[src/rtl/gpio_in_capture.sv]
// gpio_in_capture: synchronizes raw GPIO pins, debounces each bit, and latches
// qualified rising/falling edges into sticky pending bits with a registered irq.
module gpio_in_capture #(
  parameter int WIDTH           = 8,
  parameter int SYNC_STAGES     = 2,
  parameter int DEBOUNCE_CYCLES = 4
) (
  input  logic             clk,
  input  logic             rst,
  input  logic [WIDTH-1:0] gpio_pin,
  input  logic [WIDTH-1:0] rise_en,
  input  logic [WIDTH-1:0] fall_en,
  input  logic [WIDTH-1:0] irq_mask,
  input  logic [WIDTH-1:0] clr,
  output logic [WIDTH-1:0] gpio_level,
  output logic [WIDTH-1:0] pending,
  output logic             irq
);

  localparam int            CW      = $clog2(DEBOUNCE_CYCLES + 1);
  localparam logic [CW-1:0] CNT_MAX = CW'(DEBOUNCE_CYCLES - 1);

  logic [SYNC_STAGES-1:0][WIDTH-1:0] sync_r;
  logic [WIDTH-1:0]                  sync_s;
  logic [WIDTH-1:0][CW-1:0]          cnt_r;
  logic [WIDTH-1:0][CW-1:0]          cnt_nxt_s;
  logic [WIDTH-1:0]                  level_r;
  logic [WIDTH-1:0]                  level_nxt_s;
  logic [WIDTH-1:0]                  ev_s;
  logic [WIDTH-1:0]                  pending_r;
  logic [WIDTH-1:0]                  pending_nxt_s;
  logic                              irq_r;

  assign sync_s = sync_r[SYNC_STAGES-1];

  // Multi-stage synchronizer; stage 0 samples the asynchronous pins.
  always_ff @(posedge clk or posedge rst) begin
    if (rst) begin
      sync_r <= '0;
    end else begin
      sync_r <= {sync_r[SYNC_STAGES-2:0], gpio_pin};
    end
  end

  // Debounce next-state, edge qualification and pending next-state.
  always_comb begin
    cnt_nxt_s   = cnt_r;
    level_nxt_s = level_r;
    for (int i = 0; i < WIDTH; i++) begin
      if (sync_s[i] == level_r[i]) begin
        cnt_nxt_s[i] = {CW{1'b0}};
      end else if (cnt_r[i] == CNT_MAX) begin
        level_nxt_s[i] = sync_s[i];
        cnt_nxt_s[i]   = {CW{1'b0}};
      end else begin
        cnt_nxt_s[i] = cnt_r[i] + CW'(1);
      end
    end
    // A set on the same edge as clr wins because ev is OR-ed in last.
    ev_s          = (level_nxt_s & ~level_r & rise_en) | (~level_nxt_s & level_r & fall_en);
    pending_nxt_s = (pending_r & ~clr) | ev_s;
  end

  // Debounce, pending and interrupt state registers.
  always_ff @(posedge clk or posedge rst) begin
    if (rst) begin
      cnt_r     <= '0;
      level_r   <= {WIDTH{1'b0}};
      pending_r <= {WIDTH{1'b0}};
      irq_r     <= 1'b0;
    end else begin
      cnt_r     <= cnt_nxt_s;
      level_r   <= level_nxt_s;
      pending_r <= pending_nxt_s;
      irq_r     <= |(pending_r & irq_mask);
    end
  end

  assign gpio_level = level_r;
  assign pending    = pending_r;
  assign irq        = irq_r;

endmodule

[config.mk]
export PLATFORM = sky130hd
export DESIGN_NAME = gpio_in_capture
export DESIGN_NICKNAME = d
export VERILOG_FILES = /design/src/rtl/gpio_in_capture.sv
export SDC_FILE = /design/constraint.sdc
export NUM_CORES = 1
export LEC_CHECK = 0
export CAP_MARGIN = 15
export CORE_MARGIN = 8
export CORE_UTILIZATION = 45
export CTS_BUF_LIST = sky130_fd_sc_hd__clkbuf_2 sky130_fd_sc_hd__clkbuf_4 sky130_fd_sc_hd__clkbuf_8
export DETAILED_ROUTE_END_ITERATION = 8
export PLACE_DENSITY_LB_ADDON = 0.1
export SYNTH_ARGS = -nofsm -noshare
export SYNTH_HDL_FRONTEND = slang
export SYNTH_SLANG_ARGS = --single-unit
[constraint.sdc]
create_clock -name clk -period 3.8 [get_ports clk]
set_clock_uncertainty 0.1 [all_clocks]
set_input_delay 0.76 -clock clk [delete_from_list [all_inputs] [get_ports clk]]
set_output_delay 0.76 -clock clk [all_outputs]
set_load 0.005 [all_outputs]
Word level (Yosys, flattened, before mapping)
Cells that the tools add are included.
{"block": "totals", "reg_bits": 57, "out_inout_bits": 17, "elab_cells": 81, "inputBits": 42}
{"block": "op_classes", "reduce_logical": 1, "muxes": 32, "bitwise": 11, "n_eq_ne": 16, "addsub": 8}
{"cell": "bitwise AND 8 bit", "count": 6}
{"cell": "two-way mux 3 bit", "count": 16}
{"cell": "adder 3 x 1 -> 3 bit (second input constant)", "count": 8}
{"cell": "equality test 3 x 2 -> 1 bit (second input constant)", "count": 8}
{"cell": "inverter 8 bit", "count": 3}
{"cell": "two-way mux 1 bit", "count": 16}
{"cell": "OR 8 bit", "count": 2}
{"cell": "equality test 1 bit", "count": 8}
{"cell": "OR reduction 8 bit", "count": 1}

Depth between registers and ports, before layout
{"block": "logic_depth", "ltp_word": 8, "depth_mapped": 3}

Worst setup path after synthesis
OpenSTA, ideal clock, no wires.
{"block": "synth_timing", "path_type": "input to register", "startpoint": "in fall_en[0]", "endpoint": "reg pending_r[0] (netlist: pending[0])", "stages": 3, "setup_slack_ns": 2.513, "n_path_buf": 0, "setup_ns": 0.121, "t_required_ns": 3.579, "arrival_time_ns": 1.066, "path_cell_list": "nand3b_1 -> o21ai_0 -> a22o_1"}
{"block": "synth_via", "elab_chain_len": 3}
{"element": "start: declaration", "line_no": "12", "rtl": "input logic [WIDTH-1:0] fall_en,"}
{"element": "bitwise AND 8 bit", "line_no": "60", "rtl": "ev_s = (level_nxt_s & ~level_r & rise_en) | (~level_nxt_s & level_r & fall_en);"}
{"element": "OR 8 bit", "line_no": "60"}
{"element": "OR 8 bit", "line_no": "61", "rtl": "pending_nxt_s = (pending_r & ~clr) | ev_s;"}
{"element": "via pending_nxt_s[0]", "line_no": "31", "rtl": "logic [WIDTH-1:0] pending_nxt_s;"}
{"element": "end signal: assignment", "line_no": "69", "rtl": "pending_r <= {WIDTH{1'b0}};"}
{"element": "end signal: assignment", "line_no": "74", "rtl": "pending_r <= pending_nxt_s;"}
{"element": "end: declaration", "line_no": "30", "rtl": "logic [WIDTH-1:0] pending_r;"}
The timed path passes the listed nets, and every way through them passes these cells.

Worst setup path after layout
{"block": "layout_timing", "startpoint": "reg level_r[4] (netlist: gpio_level[4])", "endpoint": "out gpio_level[4]"}
{"element": "start: declaration", "line_no": "27", "rtl": "logic [WIDTH-1:0] level_r;"}
{"element": "start signal: assignment", "line_no": "68", "rtl": "level_r <= {WIDTH{1'b0}};"}
{"element": "start signal: assignment", "line_no": "73", "rtl": "level_r <= level_nxt_s;"}
{"element": "end: declaration", "line_no": "15", "rtl": "output logic [WIDTH-1:0] gpio_level,"}
No word-level cell between the ends.

==> results.cfg <==
[yosys]
synth_common_cells = dfrtp_1, nor3b_1, inv_1
synthTopCellsByArea = dfrtp_1, nor2b_4, ha_1, mux2_2, nor3b_1
yosysMostFrequentCell = dfrtp_1
synth_ff_type = dfrtp_1
yosysTopAreaCell = dfrtp_1
ys_ff_latch = 57
netlist_area_um2 = 2228
yosysUniqueCellTypes = 16
synth-edff-count = 0
syn_avg_cell_area_um2 = 14.02
synth.yosys.seq_area_share = 0.6401
synthCells = 159
async_reset_ff_frac = 1.000
synth_fp_nets = 209
yosysTopAreaCellShare = 0.6401
ys_warn_count = 0

[pwr]
comb_power_share = 0.265
p_clk_frac = 0.275
vdd_ir_drop_max_mv = 0.3452
p_total_mw = 1.842
p_int_mw = 1.337
power_density_nw_per_um2 = 595.2
switchingPower_uw = 505.0
sw_frac_of_total = 0.2742
p_leak_nw = 1.376
p_seq_frac = 0.460

[grt]
grt_usage = 0.1345
grt_start_max_net_pins = 58
overflow = 0
grt_pass1_vias = 1631
grt_pass1_wl_mm = 7.603
antenna_found_initial = 0

[detailed_routing]
wl_per_cell_um = 14.97
drt_pass1_iterations = 4
vias_per_cell = 4.801
ant_nets = 0
drtIter0Drc = 21
drc = 0
vias = 1445
postRouteWirelength_mm = 4.505

[timing]
rsz0062_at_grt = no
slew_violations = 0
fin_crit_ps = 2147
setup_tns_ps = 0
hold_ws_ps = 246.3
relSlewSlack = 0.6681
fmax_ghz = 0.4657
finalSetupViolCount = 0
tightest_slew_ps = 497.1
final_hold_viol_count = 0
period_share = 0.5650
fin_ws_ps = 1653

[setup_path]
cp_data_arrival_time_ps = 1290
crit_fanout = 5
path_delay_family = buffers and inverters
path_buf_inv = 1
path_cells = clkdlybuf4s50_1
worstSetupPathType = reg2out
critPathSlowestCell = clkdlybuf4s50_1
crit_required_ps = 2940
cp-end-kind = primary output
start_kind = register
slowest_delay_ps = 540

[layout]
final_layout_size_suffix_gt1_frac = 0.1496
area_growth_pct = 38.85
final_nets = 279
antennaDiodeCount = 0
seqCellArea_um2 = 1426
multi_input_area_um2 = 768.2
nFillCells = 365

[cts]
postCtsSetupBuffers = 0
cts_hold_buf = 0
path_clk_slew_ps = 60
numCtsBuffers = 9
worstSkewPairLatency_ps = 330
htree_num_levels = 3
ctsLongestPathBuffers = 2
cts_tree = yes
ctsResizeCount = 0
cts_sinks = 57
clockRootBuffer = clkbuf_8

[floorplan]
start_util = 0.4687
die_x_um = 86.37
rows = 25
die_y_um = 86.37
core-area_um2 = 4755
fp.dieArea_um2 = 7460
pin_count = 59

[placement]
gp_congestion = 0.7250
post-place-ws_ps = 1513
portBuffers = 58
dp_hpwl_mm = 3.365

[outcome]
outcome = finished clean

[run]
drv_cap = 0

[worst_hold_path]
hp-class = reg2reg
==> state kept, by name, indices dropped and copies added, names as in the netlist <==
register,count
sync_s,8
gpio_level,8
pending,8
irq,1
sync_r,8
cnt_r,24
==> layout make-up <==
| cell class | instances | share of cell area |
|---|---|---|
| clock buffers | 13 | 0.05378 |
| repair buffers | 59 | 0.1941 |
| clock inverters | 3 | 0.004852 |
| inverters | 9 | 0.01092 |
| multi-input cells | 93 | 0.2483 |
| flip-flops and latches | 57 | 0.4610 |
| well taps | 67 | 0.02709 |
==> power groups by stage <==
stage	combinational (mW)	sequential, mW	clock, mW
6_report	0.488	0.847	0.506
3_5_place_dp	0.493	0.860	0
4_1_cts	0.496	0.849	0.520
5_1_grt	0.545	0.870	0.554
3_3_place_gp	0.464	0.845	0
2_1_floorplan	0.272	0.842	0
==> layer usage <==
metal	vias up	routed length (um)	track usage
li1	693	-	-
met1	707	1804	0.1379
met2	37	2369	0.2313
met3	8	245	0.04442
met4	0	86	0.08451
met5	-	0	0
==> worst paths after layout <==
path | from | slack, ps | depth (start not counted) | end
hold reg to reg | sync_r[1] | 250 | 0 | sync_s[1]
setup / recovery | gpio_level[4] | 1650 | 1 | gpio_level[4]
setup reg to reg | cnt_r[9] | 2500 | 3 | gpio_level[3]
hold / removal | sync_r[1] | 250 | 0 | sync_s[1]
min in group asynchronous | rst | 680 | 2 | cnt_r[9]
max in group asynchronous | rst | 2370 | 3 | cnt_r[7]
==> through the flow <==
stage | std cells | cell area (um2) | utilization
6_report | 301 | 3094 | 0.6508
5_1_grt | 301 | 3094 | 0.6508
4_1_cts | 300 | 3074 | 0.6466
3_5_place_dp | 284 | 2893 | 0.6084
3_3_place_gp | 284 | 2893 | 0.6084
2_1_floorplan | 159 | 2228 | -
==> layout by cell type, fill, tap and decap left out, types with 4 or more instances in the layout <==
| cell | synthesis | routed |
|---|---|---|
| a22o_1 | 8 | 8 |
| a22oi_1 | 4 | 4 |
| clkbuf_8 | 0 | 11 |
| clkdlybuf4s50_1 | 0 | 58 |
| dfrtp_1 | 57 | 57 |
| ha_1 | 8 | 8 |
| inv_1 | 9 | 8 |
| mux2_2 | 8 | 8 |
| nand2_1 | 8 | 8 |
| nand3b_1 | 8 | 8 |
| nor2b_4 | 8 | 8 |
| nor3_1 | 8 | 8 |
| nor3b_1 | 12 | 12 |
| o21ai_0 | 8 | 8 |
| xnor2_1 | 8 | 8 |
==> logic make-up (layout without fill, tap and decap cells) <==
kind of cell             after synthesis  after routing  share of synthesized area
AO/OA/AOI/OAI                         20             20                    0.06289
adder cells (fa/ha/maj)                8              8                    0.04492
multiplexers                           8              8                    0.04043
AND/OR/NAND/NOR                       49             49                     0.1651
buffers and inverters                  9             84                    0.01516
flip-flops                            57             57                     0.6401
XOR/XNOR                               8              8                    0.03144
Power figures use the tool's default switching activity.
